$ cat src/rtl/ibex_axi_arbiter.sv
// ibex_axi_arbiter: 2:1 AXI4 arbiter that merges the Ibex instruction and data ports onto one master port.
// Define IBEX_AXI_ARB_RR_EN for round-robin arbitration; without it, s1 (data) has fixed priority over s0.
package ibex_axi_arbiter_pkg;
  typedef struct packed {
    logic [3:0]  id;
    logic [31:0] addr;
    logic [7:0]  len;
    logic [2:0]  size;
    logic [1:0]  burst;
  } ax_chan_t;
  typedef struct packed {
    logic [31:0] data;
    logic [3:0]  strb;
    logic        last;
  } w_chan_t;
  typedef struct packed {
    logic [3:0] id;
    logic [1:0] resp;
  } b_chan_t;
  typedef struct packed {
    logic [3:0]  id;
    logic [31:0] data;
    logic [1:0]  resp;
    logic        last;
  } r_chan_t;
  typedef struct packed {
    ax_chan_t aw;
    logic     aw_valid;
    w_chan_t  w;
    logic     w_valid;
    logic     b_ready;
    ax_chan_t ar;
    logic     ar_valid;
    logic     r_ready;
  } axi_req_t;
  typedef struct packed {
    logic    aw_ready;
    logic    w_ready;
    b_chan_t b;
    logic    b_valid;
    logic    ar_ready;
    r_chan_t r;
    logic    r_valid;
  } axi_rsp_t;
endpackage

module ibex_axi_arbiter #(
  parameter type axi_req_t = ibex_axi_arbiter_pkg::axi_req_t,
  parameter type axi_rsp_t = ibex_axi_arbiter_pkg::axi_rsp_t
) (
  input  logic     clk_i,
  input  logic     rst_ni,
  input  axi_req_t s0_req_i,
  output axi_rsp_t s0_rsp_o,
  input  axi_req_t s1_req_i,
  output axi_rsp_t s1_rsp_o,
  output axi_req_t m_req_o,
  input  axi_rsp_t m_rsp_i,
  output logic     rd_grant_o,
  output logic     wr_grant_o,
  output logic     rd_busy_o,
  output logic     wr_busy_o
);
  typedef enum logic [1:0] {R_IDLE, R_ADDR, R_DATA} rd_state_e;
  typedef enum logic [1:0] {W_IDLE, W_BUSY, W_RESP} wr_state_e;
  rd_state_e rd_state_q, rd_state_d;
  wr_state_e wr_state_q, wr_state_d;
  logic rd_grant_q, rd_grant_d, wr_grant_q, wr_grant_d;
  logic aw_done_q, aw_done_d, w_done_q, w_done_d;
  logic rd_any, wr_any, rd_pick, wr_pick;
  logic rd_ar_ready, rd_r_valid, wr_aw_ready, wr_w_ready, wr_b_valid;
  axi_req_t rd_req, wr_req;

  assign rd_any = s0_req_i.ar_valid | s1_req_i.ar_valid;
  assign wr_any = s0_req_i.aw_valid | s1_req_i.aw_valid;

`ifdef IBEX_AXI_ARB_RR_EN
  logic rd_ptr_q, rd_ptr_d, wr_ptr_q, wr_ptr_d;
  assign rd_pick = (s0_req_i.ar_valid & s1_req_i.ar_valid) ? ~rd_ptr_q : s1_req_i.ar_valid;
  assign wr_pick = (s0_req_i.aw_valid & s1_req_i.aw_valid) ? ~wr_ptr_q : s1_req_i.aw_valid;
  assign rd_ptr_d = (rd_state_q == R_IDLE && rd_any) ? rd_pick : rd_ptr_q;
  assign wr_ptr_d = (wr_state_q == W_IDLE && wr_any) ? wr_pick : wr_ptr_q;
  // last-granted pointers; reset to s0 so the first tie goes to s1
  always_ff @(posedge clk_i or negedge rst_ni) begin
    if (!rst_ni) begin
      rd_ptr_q <= 1'b0;
      wr_ptr_q <= 1'b0;
    end else begin
      rd_ptr_q <= rd_ptr_d;
      wr_ptr_q <= wr_ptr_d;
    end
  end
`else
  assign rd_pick = s1_req_i.ar_valid;
  assign wr_pick = s1_req_i.aw_valid;
`endif

  // state, grant and write-completion registers
  always_ff @(posedge clk_i or negedge rst_ni) begin
    if (!rst_ni) begin
      rd_state_q <= R_IDLE;
      wr_state_q <= W_IDLE;
      rd_grant_q <= 1'b1;
      wr_grant_q <= 1'b1;
      aw_done_q  <= 1'b0;
      w_done_q   <= 1'b0;
    end else begin
      rd_state_q <= rd_state_d;
      wr_state_q <= wr_state_d;
      rd_grant_q <= rd_grant_d;
      wr_grant_q <= wr_grant_d;
      aw_done_q  <= aw_done_d;
      w_done_q   <= w_done_d;
    end
  end

  // next state and channel muxing; valids only leave the block from the owning FSM state
  always_comb begin
    rd_state_d  = rd_state_q;
    wr_state_d  = wr_state_q;
    rd_grant_d  = rd_grant_q;
    wr_grant_d  = wr_grant_q;
    aw_done_d   = aw_done_q;
    w_done_d    = w_done_q;
    rd_ar_ready = 1'b0;
    rd_r_valid  = 1'b0;
    wr_aw_ready = 1'b0;
    wr_w_ready  = 1'b0;
    wr_b_valid  = 1'b0;
    rd_req      = rd_grant_q ? s1_req_i : s0_req_i;
    wr_req      = wr_grant_q ? s1_req_i : s0_req_i;
    m_req_o     = '0;
    m_req_o.ar  = rd_req.ar;
    m_req_o.aw  = wr_req.aw;
    m_req_o.w   = wr_req.w;
    case (rd_state_q)
      R_IDLE: if (rd_any) begin
        rd_grant_d = rd_pick;
        rd_state_d = R_ADDR;
      end
      R_ADDR: begin
        m_req_o.ar_valid = rd_req.ar_valid;
        rd_ar_ready      = m_rsp_i.ar_ready;
        if (rd_req.ar_valid && m_rsp_i.ar_ready) rd_state_d = R_DATA;
      end
      R_DATA: begin
        m_req_o.r_ready = rd_req.r_ready;
        rd_r_valid      = m_rsp_i.r_valid;
        if (m_rsp_i.r_valid && rd_req.r_ready && m_rsp_i.r.last) rd_state_d = R_IDLE;
      end
      default: rd_state_d = R_IDLE;
    endcase
    case (wr_state_q)
      W_IDLE: if (wr_any) begin
        wr_grant_d = wr_pick;
        aw_done_d  = 1'b0;
        w_done_d   = 1'b0;
        wr_state_d = W_BUSY;
      end
      W_BUSY: begin
        m_req_o.aw_valid = wr_req.aw_valid & ~aw_done_q;
        m_req_o.w_valid  = wr_req.w_valid & ~w_done_q;
        wr_aw_ready      = m_rsp_i.aw_ready & ~aw_done_q;
        wr_w_ready       = m_rsp_i.w_ready & ~w_done_q;
        if (m_req_o.aw_valid && m_rsp_i.aw_ready) aw_done_d = 1'b1;
        if (m_req_o.w_valid && m_rsp_i.w_ready && wr_req.w.last) w_done_d = 1'b1;
        if (aw_done_d && w_done_d) wr_state_d = W_RESP;
      end
      W_RESP: begin
        m_req_o.b_ready = wr_req.b_ready;
        wr_b_valid      = m_rsp_i.b_valid;
        if (m_rsp_i.b_valid && wr_req.b_ready) wr_state_d = W_IDLE;
      end
      default: wr_state_d = W_IDLE;
    endcase
    s0_rsp_o          = '0;
    s1_rsp_o          = '0;
    s0_rsp_o.r        = m_rsp_i.r;
    s1_rsp_o.r        = m_rsp_i.r;
    s0_rsp_o.b        = m_rsp_i.b;
    s1_rsp_o.b        = m_rsp_i.b;
    s0_rsp_o.ar_ready = ~rd_grant_q & rd_ar_ready;
    s1_rsp_o.ar_ready = rd_grant_q & rd_ar_ready;
    s0_rsp_o.r_valid  = ~rd_grant_q & rd_r_valid;
    s1_rsp_o.r_valid  = rd_grant_q & rd_r_valid;
    s0_rsp_o.aw_ready = ~wr_grant_q & wr_aw_ready;
    s1_rsp_o.aw_ready = wr_grant_q & wr_aw_ready;
    s0_rsp_o.w_ready  = ~wr_grant_q & wr_w_ready;
    s1_rsp_o.w_ready  = wr_grant_q & wr_w_ready;
    s0_rsp_o.b_valid  = ~wr_grant_q & wr_b_valid;
    s1_rsp_o.b_valid  = wr_grant_q & wr_b_valid;
  end

  assign rd_grant_o = rd_grant_q;
  assign wr_grant_o = wr_grant_q;
  assign rd_busy_o  = rd_state_q != R_IDLE;
  assign wr_busy_o  = wr_state_q != W_IDLE;
endmodule

$ cat config.mk
export PLATFORM = sky130hd
export DESIGN_NAME = ibex_axi_arbiter
export DESIGN_NICKNAME = d
export VERILOG_FILES = /design/src/rtl/ibex_axi_arbiter.sv
export SDC_FILE = /design/constraint.sdc
export NUM_CORES = 1
export LEC_CHECK = 0
export CAP_MARGIN = 20
export CORE_AREA = 5 5 224 226
export DETAILED_ROUTE_END_ITERATION = 6
export DIE_AREA = 0 0 229 231
export SKIP_LAST_GASP = 1
export SLEW_MARGIN = 20
export SYNTH_ARGS = -nofsm -noshare
export SYNTH_HDL_FRONTEND = slang
export SYNTH_SLANG_ARGS = --single-unit
$ cat constraint.sdc
create_clock -name clk_i -period 1.6 [get_ports clk_i]
set_input_delay 0.4 -clock clk_i [delete_from_list [all_inputs] [get_ports clk_i]]
set_output_delay 0.4 -clock clk_i [all_outputs]
set_load 0.05 [all_outputs]
==> key figures <==
Clock tree
  – Deepest clock path buffer count: 2
  – Htree depth: 1
  – CTS tree: yes
  – Clock transition at path regs: 0.05 ns
  – Worst-skew pair later-pin latency: 0.25 ns
  – TritonCTS buffer count: 3
  – Root Driver: clkbuf_16
  – CTS Sinks: 8
  – CTS Hold Bufs: 0

Yosys
  – Synth Instances: 305
  – Seq/Total Area, Yosys: 6.926%
  – Seq cells post-synth: 8
  – Post-Syn Nets: 637
  – Mapped Area: 2927 um^2
  – Synth warn: 0
  – Syn avg cell area: 9.595 um^2
  – Synth unique cells: 31

Placement
  – Placed Instance Area: 8468 um^2
  – Final Wtd Congestion: 0.8372
  – Post-Place Cells: 1303
  – HPWL Detailed: 20.60 mm
  – IO Port Bufs: 443
  – DP Worst Slack: -0.3896 ns

Power
  – Max VDD drop: 855.2 uV
  – Pwr Total: 0.01490 W
  – P_leak: 3.629 nW
  – Pwr Density: 1677 nW/um^2

Critical path
  – Buf/Inv on CP: 3
  – Worst path depth: 4
  – Worst-path fanout max: 23
  – Critical Path AT: 1.77 ns
  – Worst Path Required: 1.20 ns
  – Startpoint Class: flip-flop
  – CP Cell Sequence: buf_12 -> buf_16 -> mux2_2 -> buf_4
  – Crit Path Category: flip-flop to primary output
  – CP max-delay cell: dfstp_4
  – Worst Setup End Kind: primary output
  – Worst r2r path cells: 6
  – Cell family with most CP delay: flip-flops
  – Max stage delay on crit path: 0.63 ns

Final layout
  – Synthesis-to-layout area growth: 203.8%
  – Layout Nets: 1033
  – Ant. Diodes: 0
  – Final non-filler cell total: 1322
  – Most frequent cells in the layout: 287 x clkdlybuf4s50_1, 111 x buf_4, 77 x mux2_2
  – Commonest non-fill, non-tap cell in the layout: clkdlybuf4s50_1
  – Layout cell share with drive strength beyond 1: 53.86%
  – Final design instance area without fill: 8890 um^2

Min path
  – HP Class: primary input to asynchronous set/reset pin

Global routing
  – GRT Overall Usage: 8.090%
  – Initial antenna violation count: 7
  – Vias in the first global route: 4487
  – First-pass GRT wire length: 31.64 mm
  – Maximum number of pins on one net before global-route repair: 24
  – Total grt overflow: 0

Routing
  – Drt pass-1 iters: 3
  – Vias: 3910
  – Final wirelength: 23.31 mm
  – Post-DRT Antenna Nets: 0
  – DR iter-0 viols: 53
  – Routed wire per std cell: 17.63 um
  – # DRC: 0
  – DR vias/cell: 2.958

STA
  – Worst setup slack after layout: -0.5740 ns
  – Final Max Tran Viols: 0
  – Setup violators final: 156
  – FMAX: 460.0 MHz
  – RSZ-0062 raised after global routing: yes
  – Minimum clock period: 2.174 ns
  – Worst clock skew: 0.008350 ns
  – Slew headroom: 78.04%
  – Final hold slack: 0.4573 ns
  – Tcrit/Tclk final: 135.9%
  – Fin. Hold Viols: 0
  – Worst-margin pin slew: 0.3293 ns

Floorplan
  – Initial cell density of the core: 6.079%
  – Die area: 52900 um^2
  – CORE AREA: 48140 um^2
  – Die X: 229 um
  – IO Pins: 576
  – Die extent in y: 231 um
  – Std-Cell Rows: 81

Status
  – Failing checks: setup timing
  – Status: complete, but fails checks

Job
  – Max_cap viols: 0
-- worst register-to-register path: stages, from the launching register on --
cell and delay [ns]:
dfstp_4 0.63, buf_6 0.17, buf_4 0.18, mux2_4 0.31, buf_4 0.15, a31oi_4 0.14
o32ai_1 0.10
-- routing by layer --
layer	up-vias	track usage, %	wire length [um]
met3	34	2.989	2339
met4	4	1.710	418
met1	1704	8.944	8754
li1	1786	-	-
met5	-	0	21
met2	382	14.85	11780
-- cell families after synthesis --
logic type | share of synthesized area [%]
mux | 54.00
buf+inv | 28.90
simple gates | 6.370
compound gates | 3.805
flops | 6.926
-- sequential cells by signal, indices dropped and copies added, names as in the netlist --
register    count
rd_grant_o      1
wr_grant_o      1
wr_state_q      2
rd_state_q      2
aw_done_q       1
w_done_q        1
-- report_power, final --
part           switching, W  leakage [nW]  internal [W]
Combinational       0.00729          3.50       0.00664
Sequential         0.000155        0.0936      0.000336
Clock              0.000152        0.0382      0.000337
-- metrics by stage --
stage | setup TNS [ns] | util [%]
6_report | -74.29 | 18.47
5_1_grt | -82.06 | 18.47
4_1_cts | -80.42 | 18.33
3_5_place_dp | -42.25 | 17.59
3_3_place_gp | -40.65 | 17.59
2_1_floorplan | -44.27 | -
-- cell usage after synthesis --
cell      instances  area, um^2
buf_4            93       698.2
o31ai_1           1       7.510
and4_1            1       8.760
nor2_1            7       26.28
a31oi_4           1       21.27
mux2i_1           3       30.03
and4bb_2          1       12.51
dfstp_2           2       52.55
inv_1             4       15.01
mux2_2          135        1520
nor3_1            3       15.01
o211ai_1          1       7.510
a22o_1            2       17.52
mux2_4            2       30.03
nor4b_1           3       26.28
a31oi_1           1       6.260
and2_1            1       6.260
and4b_1           1       10.01
nor3b_1           2       15.01
o32ai_1           1       8.760
a21oi_2           1       8.760
o21ai_0           3       15.01
buf_6            10       112.6
and3_1            2       12.51
a21oi_1           2       10.01
nor2b_1           4       25.02
nand2_1           6       22.52
buf_2             4       20.02
dfrtp_1           6       150.1
o31a_1            1       8.760
nand2b_1          1       6.260
-- final cells by class --
class                      instances  area, um^2
clock buffer                       4       78.83
fill                            5253       39250
inverter                           4       15.01
multi-input combinational        186        2262
sequential                         8       211.5
tap                              622       778.2
timing repair buffer             498        5544
-- repair_timing --
item                       4_1_cts  5_1_grt
setup endpoints to repair      159      162
resized for setup               26       23
cloned                           4        2
pin swaps                        4        3
buffers inserted                 9        7
-- path summary, 6_finish.rpt --
check                                          start                   endpoint  slack [ns]
max in group asynchronous                     rst_ni     wr_grant_o$_DFFE_PN1P_        0.92
max                           wr_grant_o$_DFFE_PN1P_                m_req_o[56]       -0.57
min                                           rst_ni  rd_state_q[0]$_DFFE_PN0P_        0.46
min in group clk_i         rd_state_q[1]$_DFFE_PN0P_  rd_state_q[0]$_DFFE_PN0P_        0.55
max reg2reg                   wr_grant_o$_DFFE_PN1P_  wr_state_q[1]$_DFFE_PN0P_       -0.21
min reg2reg                rd_state_q[1]$_DFFE_PN0P_  rd_state_q[0]$_DFFE_PN0P_        0.55
Note: power is estimated with default switching activity, not from simulation.
